--- src/rtl/control_logic.sv ---
// Command/control core of an 8259A-compatible interrupt controller (8086 mode).
// Decodes the ICW/OCW writes and holds the configuration. Runs the two-pulse
// INTA acknowledge and drives the vector byte. Also produces the mask, EOI,
// rotation, freeze and latch controls for the IRR/ISR/priority blocks, and the
// master/slave cascade signalling.
module control_logic (
    input  logic       clk,
    input  logic       reset_n,
    input  logic [7:0] internal_data_bus,
    input  logic       ICW_1,
    input  logic       ICW_2_4,
    input  logic       OCW_1,
    input  logic       OCW_2,
    input  logic       OCW_3,
    input  logic       read,
    input  logic [2:0] casc_in,
    output logic [2:0] casc_out,
    output logic       casc_io,
    input  logic       slave_program_n,
    output logic       slave_program_or_enable_buffer,
    input  logic       interrupt_acknowledge_n,
    output logic       interrupt_to_cpu,
    output logic [7:0] control_logic_data,
    output logic       level_or_edge_toriggered_config,
    output logic       enable_read_register,
    output logic       read_register_isr_or_irr,
    input  logic [7:0] interrupt,
    input  logic [7:0] highest_level_in_service,
    output logic [7:0] interrupt_mask,
    output logic [7:0] end_of_interrupt,
    output logic [2:0] priority_rotate,
    output logic       freeze,
    output logic       latch_in_service,
    output logic [7:0] clear_interrupt_request,
    output logic       single_or_cascade_config,
    output logic       call_address_interval_4_or_8_config,
    output logic       set_icw4_config,
    output logic       buffered_mode_config,
    output logic       buffered_master_or_slave_config,
    output logic       auto_eoi_config
);

    typedef enum logic [1:0] {CMD_READY, WAIT_ICW2, WAIT_ICW3, WAIT_ICW4} cmd_state_t;
    typedef enum logic [1:0] {ACK_IDLE, ACK_FIRST, ACK_SECOND} ack_state_t;

    cmd_state_t cmd_state;
    ack_state_t ack_state;
    logic       inta_prev;
    logic [4:0] vector_base;
    logic [7:0] cascade_device_config;
    logic       auto_rotate;
    logic [7:0] ack_level;
    logic       drive_data;

    logic       inta_fall;
    logic       inta_rise;
    logic       is_master;
    logic       drive_enable;
    logic       ack_done;
    logic [2:0] ack_index;
    logic [2:0] hlis_index;

    // One-hot to binary level number; the lowest set bit wins if several are set.
    function automatic logic [2:0] onehot_to_index(input logic [7:0] v);
        logic [2:0] idx;
        idx = 3'd0;
        for (int i = 7; i >= 0; i--) begin
            if (v[i]) idx = 3'(i);
        end
        return idx;
    endfunction

    assign inta_fall  = inta_prev & ~interrupt_acknowledge_n;
    assign inta_rise  = ~inta_prev & interrupt_acknowledge_n;
    assign ack_index  = onehot_to_index(ack_level);
    assign hlis_index = onehot_to_index(highest_level_in_service);

    // In buffered mode the SP/EN pin is an output, so the M/S bit decides the role.
    assign is_master = buffered_mode_config ? buffered_master_or_slave_config : slave_program_n;

    // A cascaded slave only answers when the master selects its ID on CAS.
    assign drive_enable = single_or_cascade_config | is_master |
                          (casc_in == cascade_device_config[2:0]);

    // Trailing edge of the second INTA pulse; an ICW1 in the same cycle cancels it.
    assign ack_done = inta_rise & (ack_state == ACK_SECOND) & ~ICW_1;

    assign enable_read_register = read & (ack_state == ACK_IDLE);

    // Master drives the slave ID on CAS only for levels that have a slave attached.
    assign casc_out = ((ack_state != ACK_IDLE) && is_master && !single_or_cascade_config &&
                       cascade_device_config[ack_index]) ? ack_index : 3'd0;

    // Buffer enable is active low and only used in buffered mode.
    assign slave_program_or_enable_buffer = buffered_mode_config ?
        ~(((ack_state == ACK_SECOND) & drive_data) | enable_read_register) : 1'b1;

    // Initialisation sequence, operation commands, EOI and rotation.
    always_ff @(posedge clk or negedge reset_n) begin
        if (!reset_n) begin
            cmd_state                           <= CMD_READY;
            level_or_edge_toriggered_config     <= 1'b0;
            call_address_interval_4_or_8_config <= 1'b0;
            single_or_cascade_config            <= 1'b0;
            set_icw4_config                     <= 1'b0;
            vector_base                         <= '0;
            cascade_device_config               <= '0;
            auto_eoi_config                     <= 1'b0;
            buffered_master_or_slave_config     <= 1'b0;
            buffered_mode_config                <= 1'b0;
            interrupt_mask                      <= '0;
            read_register_isr_or_irr            <= 1'b0;
            auto_rotate                         <= 1'b0;
            priority_rotate                     <= 3'b111;
            end_of_interrupt                    <= '0;
        end else begin
            end_of_interrupt <= '0;
            if (ICW_1) begin
                level_or_edge_toriggered_config     <= internal_data_bus[3];
                call_address_interval_4_or_8_config <= internal_data_bus[2];
                single_or_cascade_config            <= internal_data_bus[1];
                set_icw4_config                     <= internal_data_bus[0];
                interrupt_mask                      <= '0;
                read_register_isr_or_irr            <= 1'b0;
                auto_eoi_config                     <= 1'b0;
                buffered_mode_config                <= 1'b0;
                buffered_master_or_slave_config     <= 1'b0;
                auto_rotate                         <= 1'b0;
                priority_rotate                     <= 3'b111;
                cmd_state                           <= WAIT_ICW2;
            end else begin
                if (ICW_2_4) begin
                    case (cmd_state)
                        WAIT_ICW2: begin
                            vector_base <= internal_data_bus[7:3];
                            if (!single_or_cascade_config) cmd_state <= WAIT_ICW3;
                            else if (set_icw4_config)      cmd_state <= WAIT_ICW4;
                            else                           cmd_state <= CMD_READY;
                        end
                        WAIT_ICW3: begin
                            cascade_device_config <= internal_data_bus;
                            cmd_state <= set_icw4_config ? WAIT_ICW4 : CMD_READY;
                        end
                        WAIT_ICW4: begin
                            auto_eoi_config                 <= internal_data_bus[1];
                            buffered_master_or_slave_config <= internal_data_bus[2];
                            buffered_mode_config            <= internal_data_bus[3];
                            cmd_state                       <= CMD_READY;
                        end
                        default: cmd_state <= CMD_READY;
                    endcase
                end
                if (OCW_1 && cmd_state == CMD_READY) interrupt_mask <= internal_data_bus;
                if (OCW_2) begin
                    case (internal_data_bus[7:5])
                        3'b001: end_of_interrupt <= highest_level_in_service;
                        3'b011: end_of_interrupt <= 8'b1 << internal_data_bus[2:0];
                        3'b101: begin
                            end_of_interrupt <= highest_level_in_service;
                            priority_rotate  <= hlis_index;
                        end
                        3'b111: begin
                            end_of_interrupt <= 8'b1 << internal_data_bus[2:0];
                            priority_rotate  <= internal_data_bus[2:0];
                        end
                        3'b110: priority_rotate <= internal_data_bus[2:0];
                        3'b100: auto_rotate <= 1'b1;
                        3'b000: auto_rotate <= 1'b0;
                        default: ;
                    endcase
                end
                if (OCW_3 && internal_data_bus[1]) read_register_isr_or_irr <= internal_data_bus[0];
                if (ack_done && auto_eoi_config) begin
                    end_of_interrupt <= ack_level;
                    if (auto_rotate) priority_rotate <= ack_index;
                end
            end
        end
    end

    // INTA acknowledge sequence, request to the CPU and cascade direction.
    // inta_prev resets high so an idle-high INTA never looks like an edge.
    always_ff @(posedge clk or negedge reset_n) begin
        if (!reset_n) begin
            ack_state               <= ACK_IDLE;
            inta_prev               <= 1'b1;
            freeze                  <= 1'b0;
            latch_in_service        <= 1'b0;
            clear_interrupt_request <= '0;
            control_logic_data      <= '0;
            ack_level               <= '0;
            drive_data              <= 1'b0;
            interrupt_to_cpu        <= 1'b0;
            casc_io                 <= 1'b0;
        end else begin
            inta_prev               <= interrupt_acknowledge_n;
            latch_in_service        <= 1'b0;
            clear_interrupt_request <= '0;
            casc_io                 <= is_master & ~single_or_cascade_config;
            case (ack_state)
                ACK_IDLE: begin
                    if (inta_fall) begin
                        freeze                  <= 1'b1;
                        latch_in_service        <= 1'b1;
                        clear_interrupt_request <= interrupt;
                        ack_level               <= interrupt;
                        interrupt_to_cpu        <= 1'b0;
                        ack_state               <= ACK_FIRST;
                    end else if (interrupt != 8'h00) begin
                        interrupt_to_cpu <= 1'b1;
                    end
                end
                ACK_FIRST: begin
                    if (inta_fall) begin
                        drive_data <= drive_enable;
                        if (drive_enable) control_logic_data <= {vector_base, ack_index};
                        ack_state <= ACK_SECOND;
                    end
                end
                ACK_SECOND: begin
                    if (inta_rise) begin
                        freeze             <= 1'b0;
                        control_logic_data <= '0;
                        drive_data         <= 1'b0;
                        ack_state          <= ACK_IDLE;
                    end
                end
                default: ack_state <= ACK_IDLE;
            endcase
            if (ICW_1) begin
                freeze             <= 1'b0;
                control_logic_data <= '0;
                drive_data         <= 1'b0;
                ack_state          <= ACK_IDLE;
            end
        end
    end

endmodule

--- config.mk ---
export PLATFORM = sky130hd
export DESIGN_NAME = control_logic
export DESIGN_NICKNAME = d
export VERILOG_FILES = /design/src/rtl/control_logic.sv
export SDC_FILE = /design/constraint.sdc
export NUM_CORES = 1
export LEC_CHECK = 0
export CAP_MARGIN = 40
export CORE_MARGIN = 2
export CORE_UTILIZATION = 47
export CTS_CLUSTER_SIZE = 30
export DETAILED_ROUTE_END_ITERATION = 6
export PLACE_DENSITY_LB_ADDON = 0.2
export SYNTH_ARGS = -nofsm -noshare
export SYNTH_HDL_FRONTEND = slang
export SYNTH_SLANG_ARGS = --single-unit
--- constraint.sdc ---
create_clock -name clk -period 6.1 [get_ports clk]
set_clock_uncertainty 0.05 [all_clocks]
set_input_delay 1.22 -clock clk [delete_from_list [all_inputs] [get_ports clk]]
set_output_delay 1.22 -clock clk [all_outputs]
set_load 0.02 [all_outputs]
==> metrics.cfg, run 1 <==
[run_status]
outcome=finished clean

[die]
rows=32
start_util=0.479
die_area_um2=8480
die_h_um=92.1
fp.dieW_um=92.1
core-area_um2=7610
ios=89

[setup_path]
crit_path_max_incr_delay_ns=0.71
r2r_start=ack_state[1]
arrival_ns=3.28
r2r_cells=5
start_kind=input pin
worst-setup-path-type=in -> out
slowest_stage=clkdlybuf4s50_1
cpMostUsedCell=clkdlybuf4s50_1
reg2reg_to=priority_rotate[0]
cp_cell_sequence=clkdlybuf4s50_1 -> mux2i_1 -> nor2_1 -> o21ai_0 -> a2111oi_0 -> clkdlybuf4s50_1
cp_max_fo=3
crit_path_end_kind=output port
r2r_setup_slack_ns=3.87
crit_required_ns=4.83

[synth]
synthSimpleGateAreaFrac=0.202
yosys.area_share.adder=0.0137
synth_top_family_by_area=simple AND/OR/NAND/NOR gates
synth_edf_count=0
synth_area_per_cell_um2=10.2
synthFlopType=dfrtp_1
syn_nets=399
async_flop_share=1.00
synthCells=358
ys_seq_area_frac=0.516
ys_ff_latch=75
synth_mux_area_frac=0.125
synth_area_um2=3650
yosysWarningCount=0
yosysUniqueCellTypes=50
synth_compound_area_frac=0.0995
synth_xor_area_frac=0.00961

[cts]
cts_buffer_depth=2
cts_tree=yes
post-cts-setup-buffers=0
clk_pin_slew_ns=0.07
cts_hold_buf=0
cts_made_buffers=9
cts.sinks=75
clock_latency_ns=0.34
post_cts_resized=0
cts-root-buf=clkbuf_8
h-tree-depth=3

[power_and_ir_drop]
irDropWorstVdd_uv=176
leakagePower_nw=2.04
power_per_cell_area_nw_per_um2=285

[global_routing]
grt_pass1_vias=2736
grt-ovfl-total=0
grt_pass1_wl_mm=13.9
grt_usage=0.210
grt_max_degree=41
antenna_found_initial=0

[sta]
setup_viol_count_final=0
period_share=0.745
hold_viol=0
fin_tns_setup_ns=0
fmax_mhz=220
rsz0062_at_grt=no
worst_pin_slew_ns=0.791
min_period_ns=4.55
slew_violations=0
slew_headroom=0.471
fin_hold_ws_ns=0.462

[drt]
drt-wirelength-per-cell_um=15.4
postRouteAntennaNets=0
drt_iter0_drc=156
drt_wl_total_mm=8.42
drt_pass1_iterations=4
remaining_drc_errors=0
num_vias=2965
vias_per_cell=5.42

[cells_and_area]
layout-drive-gt1-share=0.126
num-fill-cells=640
mostFrequentLayoutCells=clkdlybuf4s50_1 (87), dfrtp_1 (71), nand2_1 (38)
stdcell_area_um2=4880
layout_commonest_cell=clkdlybuf4s50_1
area_growth_pct=33.7
nets=482
antenna_cells=0
utilization=0.641

[placed_design]
hpwl_mm=6.07
io_buffers=88
place_area_um2=4610
gp_congestion=0.789

[min_path]
min_path_cells=1
min_from=cascade_device_config[4]
hold_path_end=cascade_device_config[4]
hp-class=reg -> reg

[run]
cap_violations=0

## synthesized netlist by cell type (2+ instances only)
cell type	count	area share
nand2b_1	8	0.014
a211oi_1	5	0.010
nor3_2	2	0.0055
nand3_1	17	0.023
nor3b_1	4	0.0082
nor2_1	25	0.026
and3_1	3	0.0051
dfstp_2	4	0.029
buf_2	4	0.0055
and2_1	10	0.017
a221oi_1	2	0.0048
o21ai_0	8	0.011
nand4b_1	3	0.0072
mux2_2	27	0.083
nor4_1	3	0.0051
ha_1	4	0.014
inv_1	11	0.011
clkbuf_1	14	0.014
nand2_1	38	0.039
dfrtp_1	71	0.49
nand3b_1	2	0.0041
mux2i_1	13	0.036
a21oi_1	28	0.038
nor3_1	14	0.019
nor2b_1	8	0.014
xnor2_1	3	0.0072
nand4_1	2	0.0034
a31oi_1	3	0.0051
## flip-flops by register name (all words and copies together) (netlist names), 2 cells and up
register and flops:
cmd_state 2, ack_state 2, clear_interrupt_request 8, end_of_interrupt 8, vector_base 5, priority_rotate 3
interrupt_mask 8, control_logic_data 8, cascade_device_config 8, ack_level 8
## metal layers
metal	track usage	wire length (um)
met1	0.300	3960
met3	0.0526	424
met4	0.0535	73
met2	0.323	3970
met5	0	0
## layout make-up
type / count / area (um2) / share of cell area
Tap cell: 102 / 128 / 0.0262
Inverter: 11 / 41.3 / 0.00847
Multi-Input combinational cell: 252 / 1640 / 0.337
Sequential cell: 75 / 1880 / 0.386
Clock buffer: 9 / 124 / 0.0254
Clock inverter: 6 / 138 / 0.0282
Timing Repair Buffer: 92 / 921 / 0.189
## critical path, delay by kind of cell
| family | cells | cell delay (ns) |
|---|---|---|
| AOI/OAI and AO/OA | 2 | 0.65 |
| buffers and inverters | 2 | 1.17 |
| muxes | 1 | 0.11 |
| and+or+nand+nor | 1 | 0.13 |
## worst max path at each step
stage / from / endpoint / slack, ns / depth (start not counted)
2_1_floorplan: slave_program_n / casc_out[1] / 2.21 / 4
3_3_place_gp: slave_program_n / casc_out[1] / 1.59 / 6
3_5_place_dp: slave_program_n / casc_out[1] / 1.57 / 6
4_1_cts: slave_program_n / casc_out[1] / 1.56 / 6
5_1_grt: slave_program_n / casc_out[1] / 1.47 / 6
6_report: slave_program_n / casc_out[1] / 1.55 / 6
## cell families after synthesis
kind of cell             after synthesis
AO/OA/AOI/OAI                         59
XOR/XNOR                               4
adder cells (fa/ha/maj)                4
buffers and inverters                 31
flip-flops                            75
multiplexers                          41
AND/OR/NAND/NOR                      144
## through the flow
stage,power (W),std cells,worst slack [ns]
floorplan,0.000772,358,2.21
global placement,0.000890,530,1.59
detailed placement,0.000899,532,1.57
CTS,0.00140,547,1.56
global route,0.00145,547,1.47
finish,0.00139,547,1.55
## power by group
part | switching (W) | total [W] | internal (W)
clock network | 0.000184 | 0.000497 | 0.000313
logic | 0.000141 | 0.000285 | 0.000145
registers | 0.0000497 | 0.000605 | 0.000556
total | 0.000375 | 0.00139 | 0.00101
Note: power is estimated with default switching activity, not from simulation.
==> run 2, diff against run 1 <==
==> constraint.sdc (replaced) <==
create_clock -name clk -period 4.7 [get_ports clk]
set_clock_uncertainty 0.05 [all_clocks]
set_input_delay 0.94 -clock clk [delete_from_list [all_inputs] [get_ports clk]]
set_output_delay 0.94 -clock clk [all_outputs]
set_load 0.02 [all_outputs]
==> metrics.cfg, run 2 (synthesis results as in run 1) <==
[sta]
period_share=0.847
fin_tns_setup_ns=0
fin_hold_ws_ns=0.413
slew_violations=0
worst_pin_slew_ns=0.795
hold_viol=0
slew_headroom=0.469
min_period_ns=3.98
rsz0062_at_grt=no
setup_viol_count_final=0
fmax_mhz=251

[setup_path]
cpLargestDelayFamily=buffers and inverters
r2r_start=ack_state[1]
slowest_stage=clkdlybuf4s50_1
crit_path_end_kind=output port
cp_max_fo=3
cpMostUsedCell=clkdlybuf4s50_1
worst-setup-path-type=in -> out
arrival_ns=2.99
start_kind=input pin
startpoint=slave_program_n
cp_cell_sequence=clkdlybuf4s50_1 -> mux2i_1 -> nor2_1 -> o21ai_0 -> a2111oi_0 -> clkdlybuf4s50_1
crit_required_ns=3.71
crit_path_max_incr_delay_ns=0.71
cp_num_buf_inv=2

[cells_and_area]
layout_commonest_cell=clkdlybuf4s50_1
layout-drive-gt1-share=0.126
antenna_cells=0
nets=482
area_growth_pct=32.2
mostFrequentLayoutCells=clkdlybuf4s50_1 (87), dfrtp_1 (71), nand2_1 (38)
final_cell_count_no_fill=547

[placed_design]
hpwl_mm=6.10
gp_congestion=0.847
io_buffers=88
dp_cells=532

[global_routing]
grt_pass1_wl_mm=14.1
grt_usage=0.211
antenna_found_initial=0
grt_pass1_vias=2783
grt_max_degree=56
grt-ovfl-total=0

[cts]
cts_tree=yes
clk_pin_slew_ns=0.08
post-cts-setup-buffers=0
cts_hold_buf=0
post_cts_resized=0
cts_made_buffers=9
cts.sinks=75
clock_latency_ns=0.35
cts-root-buf=clkbuf_8
cts_buffer_depth=2
h-tree-depth=3

[drt]
postRouteAntennaNets=0
drt_iter0_drc=152
drt_wl_total_mm=8.53
drt-wirelength-per-cell_um=15.6
num_vias=2954
vias_per_cell=5.40
drt_pass1_iterations=4
remaining_drc_errors=0

[power_and_ir_drop]
leakagePower_nw=2.00
total_power_w=0.00166
power_per_cell_area_nw_per_um2=344
irDropWorstVdd_uv=238

[die]
fp.dieW_um=92.1
core-area_um2=7610
ios=89
rows=32
die_h_um=92.1
die_area_um2=8480
start_util=0.479

[run_status]
outcome=finished clean

[run]
cap_violations=0

[min_path]
hp-class=in -> async

## run 2: changes by cell type in the layout (fill, tap and decap cells not counted), sizes merged
cell | before | now
clkbuf | 9 | 10
clkinvlp | 0 | 2
bufinv | 4 | 1
## run 2: cell type report
cell class | instances | area [um2]
Timing Repair Buffer | 92 | 928
Sequential cell | 75 | 1880
Tap cell | 102 | 128
Clock inverter | 5 | 62.6
Clock buffer | 10 | 138
Multi-Input combinational cell | 252 | 1640
Inverter | 11 | 41.3
Fill cell | 638 | 2790
## run 2: path summary, 6_finish.rpt
kind / end / slack (ns) / cells past startpoint
max in group asynchronous: priority_rotate[1] / 3.58 / 2
worst min-delay path: clear_interrupt_request[3] / 0.41 / 1
worst max register to register: priority_rotate[2] / 2.34 / 5
worst max-delay path: casc_out[1] / 0.72 / 6
worst min register to register: vector_base[1] / 0.46 / 1
min in group clk: vector_base[1] / 0.46 / 1
## run 2: metal layers
| metal | up-vias | share of wire | global-route usage |
|---|---|---|---|
| met5 | - | 0 | 0 |
| met4 | 0 | 0.0095 | 0.0697 |
| met3 | 8 | 0.055 | 0.0411 |
| met2 | 95 | 0.48 | 0.322 |
| met1 | 1425 | 0.46 | 0.305 |
| li1 | 1426 | - | - |
## run 2: metrics by stage
step                worst slack (ns)   util  instance area [um2]
finish                         0.718  0.634                 4820
global route                   0.582  0.634                 4820
CTS                            0.702  0.634                 4820
detailed placement             0.711  0.608                 4620
global placement               0.744  0.603                 4590
floorplan                       1.37      -                 3650
## run 2: report_power, final
group / leakage, nW / switching, W / total (W) / internal (W)
logic: 0.945 / 0.000183 / 0.000371 / 0.000189
registers: 0.964 / 0.0000647 / 0.000786 / 0.000721
clock network: 0.0950 / 0.000243 / 0.000502 / 0.000259
==> run 3, diff against run 2 <==
==> constraint.sdc (replaced) <==
create_clock -name clk -period 3.9 [get_ports clk]
set_clock_uncertainty 0.05 [all_clocks]
set_input_delay 0.78 -clock clk [delete_from_list [all_inputs] [get_ports clk]]
set_output_delay 0.78 -clock clk [all_outputs]
set_load 0.02 [all_outputs]
==> metrics.cfg, run 3 (synthesis results as in run 1) <==
[drt]
drt_iter0_drc=100
postRouteAntennaNets=0
remaining_drc_errors=0
drt_pass1_iterations=4
num_vias=2966
drt-wirelength-per-cell_um=15.7
vias_per_cell=5.41
drt_wl_total_mm=8.58

[sta]
slew_violations=0
worst_pin_slew_ns=0.672
fin_tns_setup_ns=0
setup_viol_count_final=0
min_period_ns=3.66
hold_viol=0
fmax_mhz=274
slew_headroom=0.551
rsz0062_at_grt=no
period_share=0.937
fin_ws_ns=0.244

[run]
cap_violations=0

[power_and_ir_drop]
combinationalPowerShare=0.215
intPower_w=0.00152
switchingPower_w=0.000590
clkPwrFrac=0.336
leakagePower_nw=2.03
irDropWorstVdd_uv=305
total_power_w=0.00211
swShare=0.279
seqPwrFrac=0.449
power_per_cell_area_nw_per_um2=433

[die]
core-area_um2=7610
ios=89
fp.dieW_um=92.1
rows=32
die_h_um=92.1
die_area_um2=8480
start_util=0.479

[cts]
cts_buffer_depth=2
cts_hold_buf=0
h-tree-depth=3
clk_pin_slew_ns=0.08
clock_latency_ns=0.34
cts-root-buf=clkbuf_8
cts_tree=yes
cts.sinks=75
cts_made_buffers=9

[cells_and_area]
mostFrequentLayoutCells=clkdlybuf4s50_1 (87), dfrtp_1 (71), nand2_1 (38)
layout_commonest_cell=clkdlybuf4s50_1
num-fill-cells=625
nets=483
seqCellArea_um2=1880
multi_input_area_um2=1640
antenna_cells=0
utilization=0.640
layout-drive-gt1-share=0.128
stdcell_area_um2=4870
area_growth_pct=33.5

[global_routing]
grt_pass1_wl_mm=14.0
grt_max_degree=50
grt-ovfl-total=0
grt_pass1_vias=2772
antenna_found_initial=0
grt_usage=0.211

[min_path]
hp-class=in -> async

[setup_path]
crit_required_ns=3.07
arrival_ns=2.83
r2r_cells=5
r2r_setup_slack_ns=1.67
reg2reg_to=priority_rotate[2]
crit_path_end_kind=output port
cp_max_fo=5
r2r_start=ack_state[1]
start_kind=flip-flop
worst-setup-path-type=reg -> out

[placed_design]
gp_congestion=0.868
place_area_um2=4630
dp_slack_ns=0.196
hpwl_mm=6.18
io_buffers=88

[run_status]
outcome=finished clean

## run 3: cell types whose count changed in the layout (fill, tap and decap cells not counted), sizes merged
| cell | previous run | this run |
|---|---|---|
| buf | 5 | 6 |
| bufinv | 1 | 3 |
| clkbuf | 10 | 9 |
| clkinv | 1 | 2 |
| clkinvlp | 2 | 1 |
| inv | 12 | 11 |
## run 3: area by class of cell
cell class              instances  area share
well taps                     102      0.0262
clock buffers                   9      0.0254
inverters                      11     0.00848
repair buffers                 93       0.192
multi-input cells             252       0.338
clock inverters                 6      0.0236
flip-flops and latches         75       0.386
## run 3: how the worst max path moves through the flow
stage               startpoint     endpoint  slack, ns  cells past startpoint
3_5_place_dp   slave_program_n  casc_out[1]       0.20                      6
6_report          ack_level[7]  casc_out[1]       0.24                      6
4_1_cts           ack_level[7]  casc_out[1]       0.17                      6
2_1_floorplan     ack_level[4]  casc_out[1]       0.76                      4
3_3_place_gp   slave_program_n  casc_out[1]       0.26                      6
5_1_grt           ack_level[7]  casc_out[1]       0.09                      6
## run 3: power by group through the flow
stage          sequential [W]  combinational [W]  clock (W)
6_report             0.000948           0.000453   0.000709
5_1_grt              0.000960           0.000493   0.000761
4_1_cts              0.000946           0.000455   0.000721
3_5_place_dp         0.000960           0.000450          0
3_3_place_gp         0.000956           0.000437          0
2_1_floorplan        0.000982           0.000225          0
## run 3: what timing repair did
item / 4_1_cts / 5_1_grt
gates resized for setup: 0 / 1
hold endpoints to repair: 0 / 0
endpoints found under the setup margin: 0 / 1
buffers inserted: 0 / 0
## run 3: per-stage QoR
step	hold slack (ns)	instances
floorplan	0.417	358
global placement	0.432	532
detailed placement	0.448	533
CTS	0.291	548
global route	0.308	548
finish	0.294	548
## run 3: critical path, cell delays in order, from the launching register on
cell	delay, ns
dfrtp_1	0.42
nor2b_1	0.16
o21ai_1	0.26
nand2_1	0.24
mux2i_1	0.18
a2111oi_1	0.52
clkdlybuf4s50_1	0.69
## run 3: per-layer routing
| layer | wire (um) | GRT usage | up-vias |
|---|---|---|---|
| li1 | - | - | 1428 |
| met1 | 3910 | 0.296 | 1454 |
| met2 | 4140 | 0.328 | 76 |
| met3 | 434 | 0.0518 | 8 |
| met4 | 98 | 0.0572 | 0 |
| met5 | 0 | 0 | - |
